--- config.mk ---
export PLATFORM = sky130hd
export DESIGN_NAME = vga_fb_reader
export DESIGN_NICKNAME = d
export VERILOG_FILES = /design/src/rtl/vga_fb_reader.sv
export SDC_FILE = /design/constraint.sdc
export NUM_CORES = 1
export LEC_CHECK = 0
export BUFFER_PORTS_ARGS = -buffer_cell sky130_fd_sc_hd__clkbuf_2
export CORE_UTILIZATION = 40
export DETAILED_ROUTE_END_ITERATION = 6
export PLACE_DENSITY = 0.6
export SYNTH_ARGS = -nofsm -noshare
export SYNTH_HDL_FRONTEND = slang
export SYNTH_SLANG_ARGS = --single-unit
--- constraint.sdc ---
create_clock -name clk -period 9.23 [get_ports clk]
set_input_delay 1.846 -clock clk [delete_from_list [all_inputs] [get_ports clk]]
set_output_delay 1.846 -clock clk [all_outputs]
set_load 0.05 [all_outputs]
--- src/rtl/vga_fb_reader.sv ---
// vga_fb_reader
// Turns the timing controller's (x_idx, y_idx) stream into framebuffer read
// addresses with 2^SCALE_SHIFT pixel replication in both axes, issues the
// read to a synchronous RAM and re-aligns the syncs/enable with the returned
// pixel so everything leaves the block on the same cycle.
//
// Ports
//   clk, reset          pixel clock, asynchronous active-high reset
//   h_sync_in/v_sync_in syncs from the timing controller (polarity untouched)
//   video_enable_in     active-region flag from the timing controller
//   x_idx/y_idx         current column / line
//   fb_addr, fb_rd_en   registered framebuffer read request
//   fb_rd_data          RAM data, valid RD_LATENCY cycles after the request
//   rgb                 pixel out, 0 outside the active region
//   h_sync/v_sync       delayed syncs
//   video_enable        delayed enable
//   frame_start         one-cycle pulse on output pixel (0,0)
//
// Latency from inputs to rgb/h_sync/v_sync/video_enable/frame_start is
// RD_LATENCY+2 cycles; fb_addr/fb_rd_en follow the inputs by one cycle.
module vga_fb_reader #(
    parameter int H_PIXELS    = 1920,
    parameter int V_PIXELS    = 1080,
    parameter int SCALE_SHIFT = 3,
    parameter int FB_WIDTH    = H_PIXELS >> SCALE_SHIFT,
    parameter int ADDR_W      = 16,
    parameter int DATA_W      = 12,
    parameter int RD_LATENCY  = 2
) (
    input  logic              clk,
    input  logic              reset,
    input  logic              h_sync_in,
    input  logic              v_sync_in,
    input  logic              video_enable_in,
    input  logic [11:0]       x_idx,
    input  logic [11:0]       y_idx,
    output logic [ADDR_W-1:0] fb_addr,
    output logic              fb_rd_en,
    input  logic [DATA_W-1:0] fb_rd_data,
    output logic [DATA_W-1:0] rgb,
    output logic              h_sync,
    output logic              v_sync,
    output logic              video_enable,
    output logic              frame_start
);

    localparam int                PIPE_N  = RD_LATENCY + 2;
    localparam logic [ADDR_W-1:0] FB_STEP = ADDR_W'(FB_WIDTH);
    localparam logic [11:0]       H_LIM   = 12'(H_PIXELS);
    localparam logic [11:0]       V_LIM   = 12'(V_PIXELS);

    logic [ADDR_W-1:0] row_base_q, row_base_d;
    logic [11:0]       prev_y_q;
    logic              armed_q, armed_d;
    logic              first_prev_q;
    logic              en_s, first_pix_s, frame_pulse_s;
    logic [ADDR_W-1:0] fb_addr_q, fb_addr_d;
    logic              fb_rd_en_q;
    logic [PIPE_N-1:0] hs_pipe_q, vs_pipe_q, en_pipe_q, fs_pipe_q;
    logic [DATA_W-1:0] rgb_q, rgb_d;

    // Row base tracking: step by one framebuffer row every 2^SCALE_SHIFT lines
    always_comb begin
        row_base_d = row_base_q;
        if (y_idx != prev_y_q) begin
            if (y_idx == 12'd0) begin
                row_base_d = {ADDR_W{1'b0}};
            end else if (y_idx[SCALE_SHIFT-1:0] == {SCALE_SHIFT{1'b0}}) begin
                row_base_d = row_base_q + FB_STEP;
            end else begin
                row_base_d = row_base_q;
            end
        end else begin
            row_base_d = row_base_q;
        end
    end

    // Address, enable qualification and output pixel selection
    always_comb begin
        // The new row base is used so the first pixel of a row addresses the new row.
        fb_addr_d     = row_base_d + ADDR_W'(x_idx >> SCALE_SHIFT);
        // After reset nothing is shown until a frame top arrives, so the
        // row base is known to be in step with the picture.
        armed_d       = armed_q | (y_idx == 12'd0);
        en_s          = video_enable_in & (armed_q | (y_idx == 12'd0)) &
                        (x_idx < H_LIM) & (y_idx < V_LIM);
        first_pix_s   = en_s & (x_idx == 12'd0) & (y_idx == 12'd0);
        // Edge-detect so a held (0,0) produces a single pulse.
        frame_pulse_s = first_pix_s & ~first_prev_q;
        rgb_d         = {DATA_W{1'b0}};
        if (en_pipe_q[RD_LATENCY]) begin
            rgb_d = fb_rd_data;
        end else begin
            rgb_d = {DATA_W{1'b0}};
        end
    end

    // State, read request and matched delay line registers
    always_ff @(posedge clk or posedge reset) begin
        if (reset) begin
            row_base_q   <= {ADDR_W{1'b0}};
            prev_y_q     <= 12'hFFF;
            armed_q      <= 1'b0;
            first_prev_q <= 1'b0;
            fb_addr_q    <= {ADDR_W{1'b0}};
            fb_rd_en_q   <= 1'b0;
            hs_pipe_q    <= {PIPE_N{1'b0}};
            vs_pipe_q    <= {PIPE_N{1'b0}};
            en_pipe_q    <= {PIPE_N{1'b0}};
            fs_pipe_q    <= {PIPE_N{1'b0}};
            rgb_q        <= {DATA_W{1'b0}};
        end else begin
            row_base_q   <= row_base_d;
            prev_y_q     <= y_idx;
            armed_q      <= armed_d;
            first_prev_q <= first_pix_s;
            fb_addr_q    <= fb_addr_d;
            fb_rd_en_q   <= en_s;
            hs_pipe_q    <= {hs_pipe_q[PIPE_N-2:0], h_sync_in};
            vs_pipe_q    <= {vs_pipe_q[PIPE_N-2:0], v_sync_in};
            en_pipe_q    <= {en_pipe_q[PIPE_N-2:0], en_s};
            fs_pipe_q    <= {fs_pipe_q[PIPE_N-2:0], frame_pulse_s};
            rgb_q        <= rgb_d;
        end
    end

    assign fb_addr      = fb_addr_q;
    assign fb_rd_en     = fb_rd_en_q;
    assign rgb          = rgb_q;
    assign h_sync       = hs_pipe_q[PIPE_N-1];
    assign v_sync       = vs_pipe_q[PIPE_N-1];
    assign video_enable = en_pipe_q[PIPE_N-1];
    assign frame_start  = fs_pipe_q[PIPE_N-1];

endmodule

## Yosys cells after proc, flatten, opt, wreduce, memory -nomap -nowiden

Index checks and enable logic that the tools add are counted.

| storage, ports and cells | value |
|---|---|
| flip-flop bits (word level) | 75 |
| output and inout bits | 33 |
| word-level logic and storage cells | 31 |

| cells by class | value |
|---|---|
| add/sub/neg operators | 2 |
| magnitude comparators | 2 |
| equality and inequality tests | 1 |
| mux-type cells | 4 |
| bitwise logic cells | 8 |
| reductions and logical operators | 3 |

Operators by type and width:

| kind | number |
|---|---|
| 16-bit 2-to-1 mux | 3 |
| 12-bit logical NOT | 2 |
| 12-bit by 11-bit < comparator with 1-bit output (second input constant) | 2 |
| 16-bit by 8-bit adder with 16-bit output (second input constant) | 1 |
| 16-bit by 9-bit adder with 16-bit output | 1 |
| 12-bit 2-to-1 mux | 1 |
| 12-bit != test | 1 |
| 1-bit AND | 6 |
| 3-bit logical NOT | 1 |
| 1-bit inverter | 1 |
| 1-bit bitwise OR | 1 |

## Logic depth before layout (Yosys ltp)

| depth | value |
|---|---|
| depth after elaboration | 8 |
| gate-level depth with buffers | 15 |
| depth with buffers taken out | 14 |

## Worst setup path after synthesis

No wires, ideal clock.

| timing | value |
|---|---|
| path type | input -> register |
| start | input port y_idx[3] |
| end | register fb_addr_q[14], in the netlist fb_addr[14] |
| library setup time | 0.131 ns |
| data arrival time | 4.987 ns |
| required time | 9.099 ns |
| setup slack | 4.112 ns |
| stages | 15 |
| cell sequence | or4_4 -> nor4_4 -> buf_6 -> nor2b_1 -> buf_2 -> nor2b_1 -> ha_1 -> fa_1 -> a211oi_1 -> nor2_1 -> o31a_1 -> o31ai_1 -> a221oi_2 -> nand2_1 -> xnor2_1 |

| on the way | value |
|---|---|
| longest elaborated chain between the ends | 4 |
| elaborated cells on any way between the ends | 5 |
| classes of those cells | add/sub: 1; eq/ne: 1; mux: 2; reduce/logical: 1 |

RTL lines:

| item | line | RTL |
|---|---|---|
| from (decl) | 36 | `input logic [11:0] y_idx,` |
| 12-bit logical NOT | 66 | `if (y_idx == 12'd0) begin` |
| 16-bit 2-to-1 mux | 66 |  |
| 16-bit 2-to-1 mux * | 65 | `if (y_idx != prev_y_q) begin` |
| named net row_base_d[0] | 52 | `logic [ADDR_W-1:0] row_base_q, row_base_d;` |
| 16-bit by 9-bit adder with 16-bit output * | 81 | `fb_addr_d = row_base_d + ADDR_W'(x_idx >> SCALE_SHIFT);` |
| named net fb_addr_d[14] | 57 | `logic [ADDR_W-1:0] fb_addr_q, fb_addr_d;` |
| to (signal assigned) | 105 | `fb_addr_q <= {ADDR_W{1'b0}};` |
| to (signal assigned) | 117 | `fb_addr_q <= fb_addr_d;` |
| to (decl) | 57 |  |

The timed path passes the listed nets; every way through them passes the cells marked *.

## Final worst setup path

| timing | value |
|---|---|
| start | input port y_idx[3] |
| end | register fb_addr_q[12], in the netlist fb_addr[12] |

The elaborated chain is that of the path after synthesis.

==> results.sh <==
export IMPL_status="finished clean"
export IMPL_powerDensity_nw_per_um2=244
export IMPL_end_kind="flip-flop"
export IMPL_slew_viol_final=0
export IMPL_diodes=0
export IMPL_synth_ff_type="dfrtp_1"
export IMPL_crit_top_cell="nor2b_1"
export IMPL_gp_congestion=0.777
export IMPL_antenna_found_initial=0
export IMPL_areaGrowthSynthToFinish_pct=20.9
export IMPL_netlist_area_leader_share_pct=48.5
export IMPL_finalCritPeriodShare_pct=62.0
export IMPL_fmax_ghz=0.175
export IMPL_slowest_delay_ns=0.62
export IMPL_internal_power_uw=591
export IMPL_die_area_um2=8360
export IMPL_dpl_instance_area_um2=3670
export IMPL_clock_sinks=74
export IMPL_max_slew_margin_rel_pct=39.5
export IMPL_die_w_um=91.4
export IMPL_slowest_stage="nor4_4"
export IMPL_async_reset_ff_share_pct=100
export IMPL_worst_hold_slack_ns=0.353
export IMPL_cap_violations=0
export IMPL_portBuffers=73
export IMPL_netlist_instances=252
export IMPL_final_nets=385
export IMPL_drt_initial_drc_count=85
export IMPL_die_h_um=91.4
export IMPL_dp_hpwl_um=4430
export IMPL_routed_wl_um=6140
export IMPL_clock_latency_ns=0.34
export IMPL_fin_skew_ns=0.0121
export IMPL_min_path_type="reg2reg"
export IMPL_holdBufCountCts=0
export IMPL_rows=32
export IMPL_finalHoldViolCount=0
export IMPL_vias=2139
export IMPL_grt_max_degree=75
export IMPL_hold_depth=0
export IMPL_clk_pin_slew_ns=0.08
export IMPL_worst_setup_path_start_kind="primary input"
export IMPL_htree_levels=3
export IMPL_grt_ovfl_total=0
export IMPL_cts_resized=0
export IMPL_clkPwrFrac_pct=26.9
export IMPL_grt_first_pass_wirelength_um=10600
export IMPL_core_um2=7730
export IMPL_synthTopCellsByArea="dfrtp_1 49%, dfstp_2 9.9%, xnor2_1 6.0%"
export IMPL_synth_edf_count=0
export IMPL_setup_viol=0
export IMPL_peakVddDrop_v=0.000133
export IMPL_yosysMostFrequentCell="dfrtp_1"
export IMPL_layout_drive_gt1_share_pct=36.1
export IMPL_rr_worst_depth=14
export IMPL_fin_tns_setup_ns=0
export IMPL_numCtsBuffers=9
export IMPL_wl_per_cell_um=14.0
export IMPL_power_leakage_nw=1.87
export IMPL_worstPathCellList="clkbuf_2 -> or4_4 -> nor4_4 -> nor2b_1 -> nor2b_1 -> ha_1 -> fa_1 -> a211oi_1 -> nor2_1 -> o31a_1 -> o31ai_1 -> a221oi_2 -> nand2_1 -> xnor2_1"
export IMPL_yosysSeqAreaShare_pct=58.4
export IMPL_switchingPower_uw=352
export IMPL_synth_cell_types=53
export IMPL_grt_setup_unrepaired="no"
export IMPL_clockBufferDepth=2
export IMPL_cp_max_fo=16
export IMPL_cts_tree="yes"
export IMPL_cp_data_required_time_ns=9.49
export IMPL_sw_frac_of_total_pct=37.3
export IMPL_synth_nets=304
export IMPL_yosysTopAreaCell="dfrtp_1"
export IMPL_grtUsageTotal_pct=16.3
export IMPL_start_util_pct=41.4
export IMPL_tightest_slew_ns=0.908
export IMPL_ioPinCount=74
export IMPL_synth_area_per_cell_um2=12.7
export IMPL_ant_nets=0
export IMPL_yosysWarnings=0
export IMPL_drc=0
export IMPL_p_seq_share_pct=42.7
export IMPL_finalCriticalPeriod_ns=5.72
export IMPL_first_global_vias=2104
export IMPL_synth_common_cells="62 x dfrtp_1, 22 x xnor2_1, 15 x nor2_1"
export IMPL_critPathKind="in2reg"
export IMPL_final_cell_area_um2=3860
export IMPL_comb_power_share_pct=30.4
export IMPL_first_pass_iters=4
export IMPL_synth_seq_cells=74
export IMPL_critPathArrivalTime_ns=5.98
export IMPL_cts_setup_buffers=0
export IMPL_syn_area_um2=3200
export IMPL_cts_root_buf="clkbuf_8"
export IMPL_viasPerCell=4.86
==> cell type report <==
cell class / count / area [µm²]
clock buffers: 9 / 124
well taps: 102 / 128
fillers: 721 / 3860
inverters: 6 / 22.5
clock inverters: 7 / 73.8
multi-input cells: 168 / 1280
repair buffers: 74 / 373
flip-flops and latches: 74 / 1870
==> through the flow <==
| stage | total power, mW | util, % | cells | setup slack [ns] |
|---|---|---|---|---|
| after CTS | 0.954 | 50.0 | 440 | 3.49 |
| after floorplan | 0.619 | - | 252 | 4.11 |
| after global routing | 1.00 | 50.0 | 440 | 3.13 |
| after global placement | 0.688 | 47.5 | 424 | 3.27 |
| after detailed placement | 0.693 | 47.5 | 424 | 3.13 |
| final | 0.943 | 50.0 | 440 | 3.51 |
==> power by group through the flow <==
stage | Clock [mW] | Sequential [mW] | Combinational [mW]
final | 0.254 | 0.403 | 0.286
after global routing | 0.277 | 0.408 | 0.316
after CTS | 0.263 | 0.402 | 0.289
after detailed placement | 0 | 0.406 | 0.287
after global placement | 0 | 0.406 | 0.282
after floorplan | 0 | 0.469 | 0.150
==> cells in the final DEF, fill, tap and decap left out, drive strengths merged, types with 3 or more instances in the layout <==
cell type	netlist	final
clkbuf	1	82
or4	4	4
or2	3	3
inv	6	9
a211oi	5	5
nor4	5	5
dfstp	12	12
o21a	3	3
nor2b	7	7
nand3	6	6
a21oi	7	7
nand4	4	4
nand2	8	8
xor2	3	3
dfrtp	62	62
and3	8	8
or3	3	3
nor3	5	5
nor2	15	15
and2	12	12
ha	10	10
o31ai	3	3
xnor2	22	22
o21ai	12	12
==> critical path: cells and delay by family <==
kind | cells | cell delay (ns)
fa+ha+maj | 2 | 0.69
buf+inv | 1 | 0.11
compound gates | 4 | 1.10
simple gates | 6 | 2.13
xor+xnor | 1 | 0.11
==> flip-flops by register name (all words and copies together), names as in the netlist, 4 cells and up <==
signal	count
row_base_q	16
prev_y_q	12
vs_pipe_q	4
fb_addr	16
hs_pipe_q	4
rgb	12
fs_pipe_q	4
en_pipe_q	4
==> path summary, 6_finish.rpt <==
kind	start	end	slack, ns
setup / recovery	y_idx[3]	fb_addr[12]$_DFF_PP0_	3.51
hold / removal	vs_pipe_q[1]$_DFF_PP0_	vs_pipe_q[2]$_DFF_PP0_	0.35
setup reg to reg	prev_y_q[8]$_DFF_PP1_	fb_addr[12]$_DFF_PP0_	5.43
hold reg to reg	vs_pipe_q[1]$_DFF_PP0_	vs_pipe_q[2]$_DFF_PP0_	0.35
max in group asynchronous	reset	fb_addr[12]$_DFF_PP0_	6.89
min in group asynchronous	reset	rgb[4]$_DFF_PP0_	1.76
==> layer usage <==
metal  GRT usage, %  vias to the layer above  wire [µm]
met5              0                        -          0
met4           7.14                        0         48
met3           3.27                        7        261
met2           23.8                       63       2730
met1           23.4                     1008       3110
li1               -                     1061          -
==> kinds of logic (layout without fill, tap and decap cells) <==
family          Yosys count  after routing  synth area share, %
compound gates           46             46                 11.6
buf+inv                  10             96                 1.68
flops                    74             74                 58.4
simple gates             86             86                 16.9
fa+ha+maj                11             11                 4.54
xor+xnor                 25             25                 6.85
No activity file was read; power rests on OpenSTA's default activity.
